**config.mk**
```make
export PLATFORM = sky130hd
export DESIGN_NAME = control_flat
export DESIGN_NICKNAME = d
export VERILOG_FILES = /design/src/rtl/control_if.sv /design/src/rtl/control.sv /design/src/flat_wrapper.sv
export SDC_FILE = /design/constraint.sdc
export NUM_CORES = 1
export LEC_CHECK = 0
export ABC_AREA = 1
export CELL_PAD_IN_SITES_DETAIL_PLACEMENT = 0
export CELL_PAD_IN_SITES_GLOBAL_PLACEMENT = 1
export CORE_MARGIN = 2
export CORE_UTILIZATION = 27
export CTS_CLUSTER_DIAMETER = 30
export DETAILED_ROUTE_END_ITERATION = 10
export PLACE_DENSITY_LB_ADDON = 0.05
export SLEW_MARGIN = 20
export SYNTH_ARGS = -nofsm -noshare
export SYNTH_HDL_FRONTEND = slang
export SYNTH_SLANG_ARGS = --single-unit
```
**constraint.sdc**
```tcl
create_clock -name CLK -period 1.4 [get_ports CLK]
set_input_delay 0.14 -clock CLK [delete_from_list [all_inputs] [get_ports CLK]]
set_output_delay 0.14 -clock CLK [all_outputs]
set_load 0.005 [all_outputs]
```
**src/rtl/control_if.sv**
```systemverilog
`default_nettype none
// ============================================================================
// Module      : control_if
// Description : Bundle of the signals that connect the game-flow controller
//               to the front panel and the datapath blocks.
//               master : front panel / datapath side (drives the inputs,
//                        observes the state and ready flag)
//               slave  : controller side
//               Signals:
//                 OK_IN     confirm/start button (level)
//                 QUE       player request for a new question (level)
//                 QUE_IN    question-generator valid (level)
//                 DEC       answer-submit button (level)
//                 SEL       quit selector, used in S_CLEAR
//                 JUDG_IN   judge result (00 pend, 01 ok, 10 wrong, 11 done)
//                 WRONG_IN  external penalty (level)
//                 HP_IN     remaining hit points
//                 READY_OUT high while the controller is in S_READY
//                 STATE     registered state code
// Revision    : 1.0 - initial release
// ============================================================================
interface control_if;
  logic       OK_IN;
  logic       QUE;
  logic       QUE_IN;
  logic       DEC;
  logic       SEL;
  logic [1:0] JUDG_IN;
  logic       WRONG_IN;
  logic [1:0] HP_IN;
  logic       READY_OUT;
  logic [3:0] STATE;

  modport master (
    output OK_IN, QUE, QUE_IN, DEC, SEL, JUDG_IN, WRONG_IN, HP_IN,
    input  READY_OUT, STATE
  );

  modport slave (
    input  OK_IN, QUE, QUE_IN, DEC, SEL, JUDG_IN, WRONG_IN, HP_IN,
    output READY_OUT, STATE
  );
endinterface
`default_nettype wire

```
**src/rtl/control.sv**
```systemverilog
`default_nettype none
// ============================================================================
// Module      : control
// Description : Game-flow controller for the factorization quiz. Sequences
//               start, question request, generation, answer entry, judging,
//               miss handling, clear and game over.
//               Ports:
//                 CLK  system clock, rising edge
//                 RST  synchronous active-low reset
//                 bus  control_if.slave (buttons, datapath status in;
//                      STATE and READY_OUT out)
// Revision    : 1.0 - initial release
// ============================================================================
module control (
  input  wire logic  CLK,
  input  wire logic  RST,
  control_if.slave   bus
);

  typedef enum logic [3:0] {
    S_IDLE  = 4'd0,
    S_READY = 4'd1,
    S_GEN   = 4'd2,
    S_SHOW  = 4'd3,
    S_JUDGE = 4'd4,
    S_MISS  = 4'd5,
    S_CLEAR = 4'd6,
    S_OVER  = 4'd7
  } state_t;

  state_t r_state;
  state_t w_next;
  logic   r_ready;
  logic   r_ok_q;
  logic   r_dec_q;
  logic   w_ok_rise;
  logic   w_dec_rise;

  // Previous-sample registers come out of reset high, so a button that is
  // already pressed during reset must be released before it counts.
  assign w_ok_rise  = bus.OK_IN & ~r_ok_q;
  assign w_dec_rise = bus.DEC   & ~r_dec_q;

  always_comb begin
    w_next = r_state;
    case (r_state)
      S_IDLE:  if (w_ok_rise) w_next = S_READY;
      S_READY: if (bus.QUE) w_next = S_GEN;
      S_GEN:   if (bus.QUE_IN) w_next = S_SHOW;
      S_SHOW: begin
        // An external penalty beats a simultaneous answer submission.
        if (bus.WRONG_IN)      w_next = S_MISS;
        else if (w_dec_rise)   w_next = S_JUDGE;
      end
      S_JUDGE: begin
        case (bus.JUDG_IN)
          2'b01:   w_next = S_SHOW;
          2'b10:   w_next = S_MISS;
          2'b11:   w_next = S_CLEAR;
          default: w_next = S_JUDGE;
        endcase
      end
      // One-cycle visit: HP datapath has already applied the penalty here.
      S_MISS:  w_next = (bus.HP_IN == 2'd0) ? S_OVER : S_SHOW;
      S_CLEAR: begin
        if (bus.SEL)         w_next = S_IDLE;
        else if (w_ok_rise)  w_next = S_READY;
      end
      S_OVER:  if (w_ok_rise) w_next = S_IDLE;
      default: w_next = S_IDLE;
    endcase
  end

  always_ff @(posedge CLK) begin
    if (!RST) begin
      r_state <= S_IDLE;
      r_ready <= 1'b0;
      r_ok_q  <= 1'b1;
      r_dec_q <= 1'b1;
    end else begin
      r_state <= w_next;
      // Registered alongside the state so it tracks STATE with no lag.
      r_ready <= (w_next == S_READY);
      r_ok_q  <= bus.OK_IN;
      r_dec_q <= bus.DEC;
    end
  end

  assign bus.STATE     = r_state;
  assign bus.READY_OUT = r_ready;

endmodule
`default_nettype wire

```
**src/flat_wrapper.sv**
```systemverilog
// flat-port wrapper written by rule: the top's interface ports become plain ports
module control_flat 
  (CLK, RST, bus_OK_IN, bus_QUE, bus_QUE_IN, bus_DEC, bus_SEL, bus_JUDG_IN, bus_WRONG_IN, bus_HP_IN, bus_READY_OUT, bus_STATE);
  control_if bus_i ();
  input  wire logic CLK;
  input  wire logic RST;
  input wire logic [$bits(bus_i.OK_IN)-1:0] bus_OK_IN;
  input wire logic [$bits(bus_i.QUE)-1:0] bus_QUE;
  input wire logic [$bits(bus_i.QUE_IN)-1:0] bus_QUE_IN;
  input wire logic [$bits(bus_i.DEC)-1:0] bus_DEC;
  input wire logic [$bits(bus_i.SEL)-1:0] bus_SEL;
  input wire logic [$bits(bus_i.JUDG_IN)-1:0] bus_JUDG_IN;
  input wire logic [$bits(bus_i.WRONG_IN)-1:0] bus_WRONG_IN;
  input wire logic [$bits(bus_i.HP_IN)-1:0] bus_HP_IN;
  output wire logic [$bits(bus_i.READY_OUT)-1:0] bus_READY_OUT;
  output wire logic [$bits(bus_i.STATE)-1:0] bus_STATE;
  assign bus_i.OK_IN = bus_OK_IN;
  assign bus_i.QUE = bus_QUE;
  assign bus_i.QUE_IN = bus_QUE_IN;
  assign bus_i.DEC = bus_DEC;
  assign bus_i.SEL = bus_SEL;
  assign bus_i.JUDG_IN = bus_JUDG_IN;
  assign bus_i.WRONG_IN = bus_WRONG_IN;
  assign bus_i.HP_IN = bus_HP_IN;
  assign bus_READY_OUT = bus_i.READY_OUT;
  assign bus_STATE = bus_i.STATE;
  control u_core (.CLK(CLK), .RST(RST), .bus(bus_i));
endmodule
```
## Yosys cells after proc, flatten, opt, wreduce, memory -nomap -nowiden

Index checks and enable logic that the tools add are counted.
W data, S select, Z words.

- Register bits after elaboration: 7
- Word-level logic and storage cells: 31

- Equal/unequal tests: 11
- Mux-type cells: 10
- Bitwise gates (word level): 4
- Reduce and logical (&&, ||, !) cells: 2

Operators by type and width:

| operator | count |
|---|---|
| $pmux W4 S8 | 1 |
| $mux W4 | 7 |
| $eq A4 B3 Y1 const B | 4 |
| $pmux W3 S3 | 1 |
| $eq A4 B1 Y1 const B | 2 |
| $eq A4 B2 Y1 const B | 2 |
| $eq A2 B2 Y1 const B | 2 |
| $logic_not A4 Y1 | 1 |
| $mux W3 | 1 |
| $and A1 B1 Y1 | 2 |
| $eq A2 B1 Y1 const B | 1 |
| $logic_not A2 Y1 | 1 |
| $not A1 Y1 | 2 |

## Depth between registers and ports, before layout

- Word-level depth: 6
- Mapped depth: 10

## Worst setup path before layout

No wires, ideal clock.

- Kind: flip-flop to flip-flop
- From: register u_core.r_state[1], in the netlist u_core.bus.STATE[1]
- To: register u_core.r_ready, in the netlist u_core.bus.READY_OUT
- Library setup time: 0.111 ns
- Arrival: 1.004 ns
- Data required time: 1.289 ns
- Path slack: 0.284 ns
- Cell stages (with the launch flop): 8
- Clock period less this slack: 1.116 ns
- Cell sequence: dfxtp_1 inv_1 nor2_1 nand2_1 o21ai_2 nor2_1 nand3_1 nor2_1

- Word-level cells in the longest chain between the ends: 4
- Elaborated cells between the ends (all ways): 17

RTL lines:

| item | RTL line | text |
|---|---|---|
| start: declaration | control.sv:31 | `state_t r_state;` |
| start signal: assignment | control.sv:81 | `r_state <= w_next;` |
| $mux W4, on equally long branches | control.sv:47, control.sv:67, control.sv:53 |  |
| $mux W4, on equally long branches | control.sv:66, control.sv:52 |  |
| $pmux W4 S8 (*) | control.sv:46 | `case (r_state)` |
| $eq A4 B1 Y1 (*) | control.sv:83 | `r_ready <= (w_next == S_READY);` |
| end signal: assignment | control.sv:83 |  |
| end: declaration | control.sv:33 | `logic r_ready;` |

Every way passes the cells marked *; elsewhere a longest branch is shown, timed or not.
A chain may end at the register's enable or synchronous reset.

## Worst setup path after layout

- From: register u_core.r_state[0], in the netlist u_core.bus.STATE[0]
- To: output port bus_STATE[0]

RTL lines:

| item | RTL line | text |
|---|---|---|
| end: declaration | flat_wrapper.sv:16 | `output wire logic [$bits(bus_i.STATE)-1:0] bus_STATE;` |

No word-level cell between the ends.

==> out/metrics.yaml <==
status: "finished, final reports clean"
crit_chain: "clkdlybuf4s50_1"
whs_ns: 0.476
synth_mux_area_share_pct: 0
yosys_warnings: 0
period_needed_ns: 1.27
grt_pass1_wl_microns: 1950
synth_fa_ha_area_share_pct: 7.67
synth_nets: 101
hold_path_class: "primary input to flop"
path_clk_slew_ns: 0.05
critPathMaxStageDelay_ns: 0.51
p_leak_nw: 0.387
synth_top_family_by_area: "simple AND/OR/NAND/NOR gates"
syn_inst: 86
cellPowerDensity_nw_per_um2: 649
maxCapViolCount: 0
r2r_end: "u_core.bus.READY_OUT"
grt_pass1_vias: 506
final_nets: 123
p_sw_w: 0.000104
port_buffers: 16
final_cell_area_sq_um: 717
clk_latency_ns: 0.24
synth_area_leaders: "dfxtp_1 (29%), nand2_1 (20%), nor2_1 (15%), inv_1 (12%), nand3_1 (9.2%)"
critPathCaptureType: "primary output"
cts_root_buf: "clkbuf_4"
holdPathStages: 3
crit_slowest_cell: "clkdlybuf4s50_1"
place_inst: 128
critPathLaunchType: "flop"
clk_path_buf_depth: 2
cts_buffers: 3
dieWidth_microns: 46.6
max_clock_freq_mhz: 786
rsz0062_at_grt: "false"
r2r-start: "u_core.bus.STATE[2]"
grt_overflow: 0
antenna_cells: 0
drc_errors: 0
start_util_pct: 28.6
synth_top_area_cell: "dfxtp_1"
reg2regPathDepth: 7
grt_use_total_pct: 12.7
die_h_microns: 46.6
cts_tree: "built"
first_iter_violations: 13
cp_max_fo: 6
rows: 15
r2r_slack_ns: 0.19
holdPathEnd: "u_core.bus.STATE[0]"
hold_path_startpoint: "RST"
vias: 541
power.internal_w: 0.000361
hold_violations: 0
core-area_sq_um: 1710
htreeDepth: 1
switching_share_pct: 22.3
power.total_w: 0.000465
period_share_pct: 90.9
cts_hold_buf: 0
dieArea_sq_um: 2170
num_io_pins: 17
slew_viol_final: 0
viasPerCell: 4.10
place_area_sq_um: 688
p_clk_share_pct: 37.9
drive_gt1_share_pct: 8.41
crit_buf_inv: 1
antenna_left: 0
fin_tns_setup_ns: 0
setup_viol: 0
ys_seq_area_share_pct: 28.6
synth-xor-area-share_pct: 0
syn_area_sq_um: 489
synth_top_area_share_pct: 28.6
timing_worst_setup_path_type: "flop to primary output"
irDropWorstVdd_uv: 404
clock-sinks: 7
yosysUniqueCellTypes: 11
routedWlPerCell_microns: 8.50
fin_cells: 132
ys_ff_latch: 7
worstPathRequired_ns: 1.26
dp_hpwl_microns: 962
combPwrFrac_pct: 16.8
skew_ns: 0.00288
cp_top_family: "buffers and inverters"
synth_compound_area_share_pct: 2.81
seq_power_share_pct: 45.3
gp_congestion: 0.717
area_delta_synth_final_pct: 46.5
syn_avg_cell_area_sq_um: 5.69
wl_microns: 1120
synth-simple-area-share_pct: 48.6
arrival_ns: 1.13
firstDrtPassIters: 4
grt_max_degree: 7
antenna_found_initial: 0
[Yosys cell counts]
| cell | instances |
|---|---|
| ha_1 | 3 |
| dfxtp_1 | 7 |
| nor2_1 | 20 |
| nand3b_1 | 1 |
| a21oi_1 | 1 |
| inv_1 | 15 |
| nand3_1 | 9 |
| conb_1 | 1 |
| or2_2 | 2 |
| o21ai_2 | 1 |
| nand2_1 | 26 |
[how the worst max path moves through the flow]
stage                         from                    to  slack [ns]  depth (start not counted)
6_report       u_core.bus.STATE[0]          bus_STATE[0]        0.13                          1
5_1_grt             bus_JUDG_IN[1]  u_core.bus.READY_OUT        0.02                         10
4_1_cts        u_core.bus.STATE[0]          bus_STATE[0]        0.02                          1
3_5_place_dp        bus_JUDG_IN[0]  u_core.bus.READY_OUT        -0.1                          9
3_3_place_gp        bus_JUDG_IN[0]  u_core.bus.READY_OUT       -0.11                          9
2_1_floorplan  u_core.bus.STATE[1]  u_core.bus.READY_OUT        0.28                          7
[what timing repair did]
item                       CTS  global route
setup buffers                0             0
setup endpoints to repair    0             3
gates resized for setup      0             2
[per-layer routing]
metal / wire [microns] / vias to the layer above / track usage, %
li1: - / 302 / -
met2: 529 / 12 / 21.1
met5: 0 / - / 0
met1: 554 / 227 / 15.9
met3: 38 / 0 / 2.35
met4: 0 / 0 / 5.14
[power groups by stage]
stage	logic [W]	registers, W	clock network, W
after floorplan	0.0000306	0.000214	0
after global placement	0.0000780	0.000215	0
after detailed placement	0.0000785	0.000215	0
after CTS	0.0000790	0.000210	0.000188
after global routing	0.0000887	0.000211	0.000199
final	0.0000779	0.000211	0.000176
[flip-flops by register name, indices dropped and copies added (netlist names)]
register	flops
u_core.r_dec_q	1
u_core.bus.STATE	4
u_core.r_ok_q	1
u_core.bus.READY_OUT	1
[placed cells by master (no fill, tap or decap), drive strengths merged]
cell type / n
a21oi: 1
buf: 1
clkbuf: 4
clkdlybuf4s50: 16
conb: 1
dfxtp: 7
ha: 3
inv: 15
nand2: 26
nand3: 9
nand3b: 1
nor2: 20
o21ai: 1
or2: 2
[cell families after synthesis]
logic type,after synthesis
simple gates,58
buf+inv,15
compound gates,2
other cells,1
flops,7
fa+ha+maj,3
[metrics by stage]
step | setup WS [ns] | util, %
4_1_cts | 0.0214 | 41.8
5_1_grt | 0.0172 | 42.0
2_1_floorplan | 0.284 | -
3_3_place_gp | -0.115 | 40.3
6_report | 0.128 | 42.0
3_5_place_dp | -0.0972 | 40.3
[tightest hold or removal path, cell delays in order]
cell and delay [ns]:
clkdlybuf4s50_1 0.41, nand2_1 0.09, inv_1 0.04
[area by class of cell]
type,instances,area [sq um]
Fill cell,200,991
Multi-Input combinational cell,64,293
Timing Repair Buffer,17,168
Sequential cell,7,143
Inverter,15,56.3
Tap cell,25,31.3
Clock buffer,4,26.3
No activity file was read; power rests on OpenSTA's default activity.
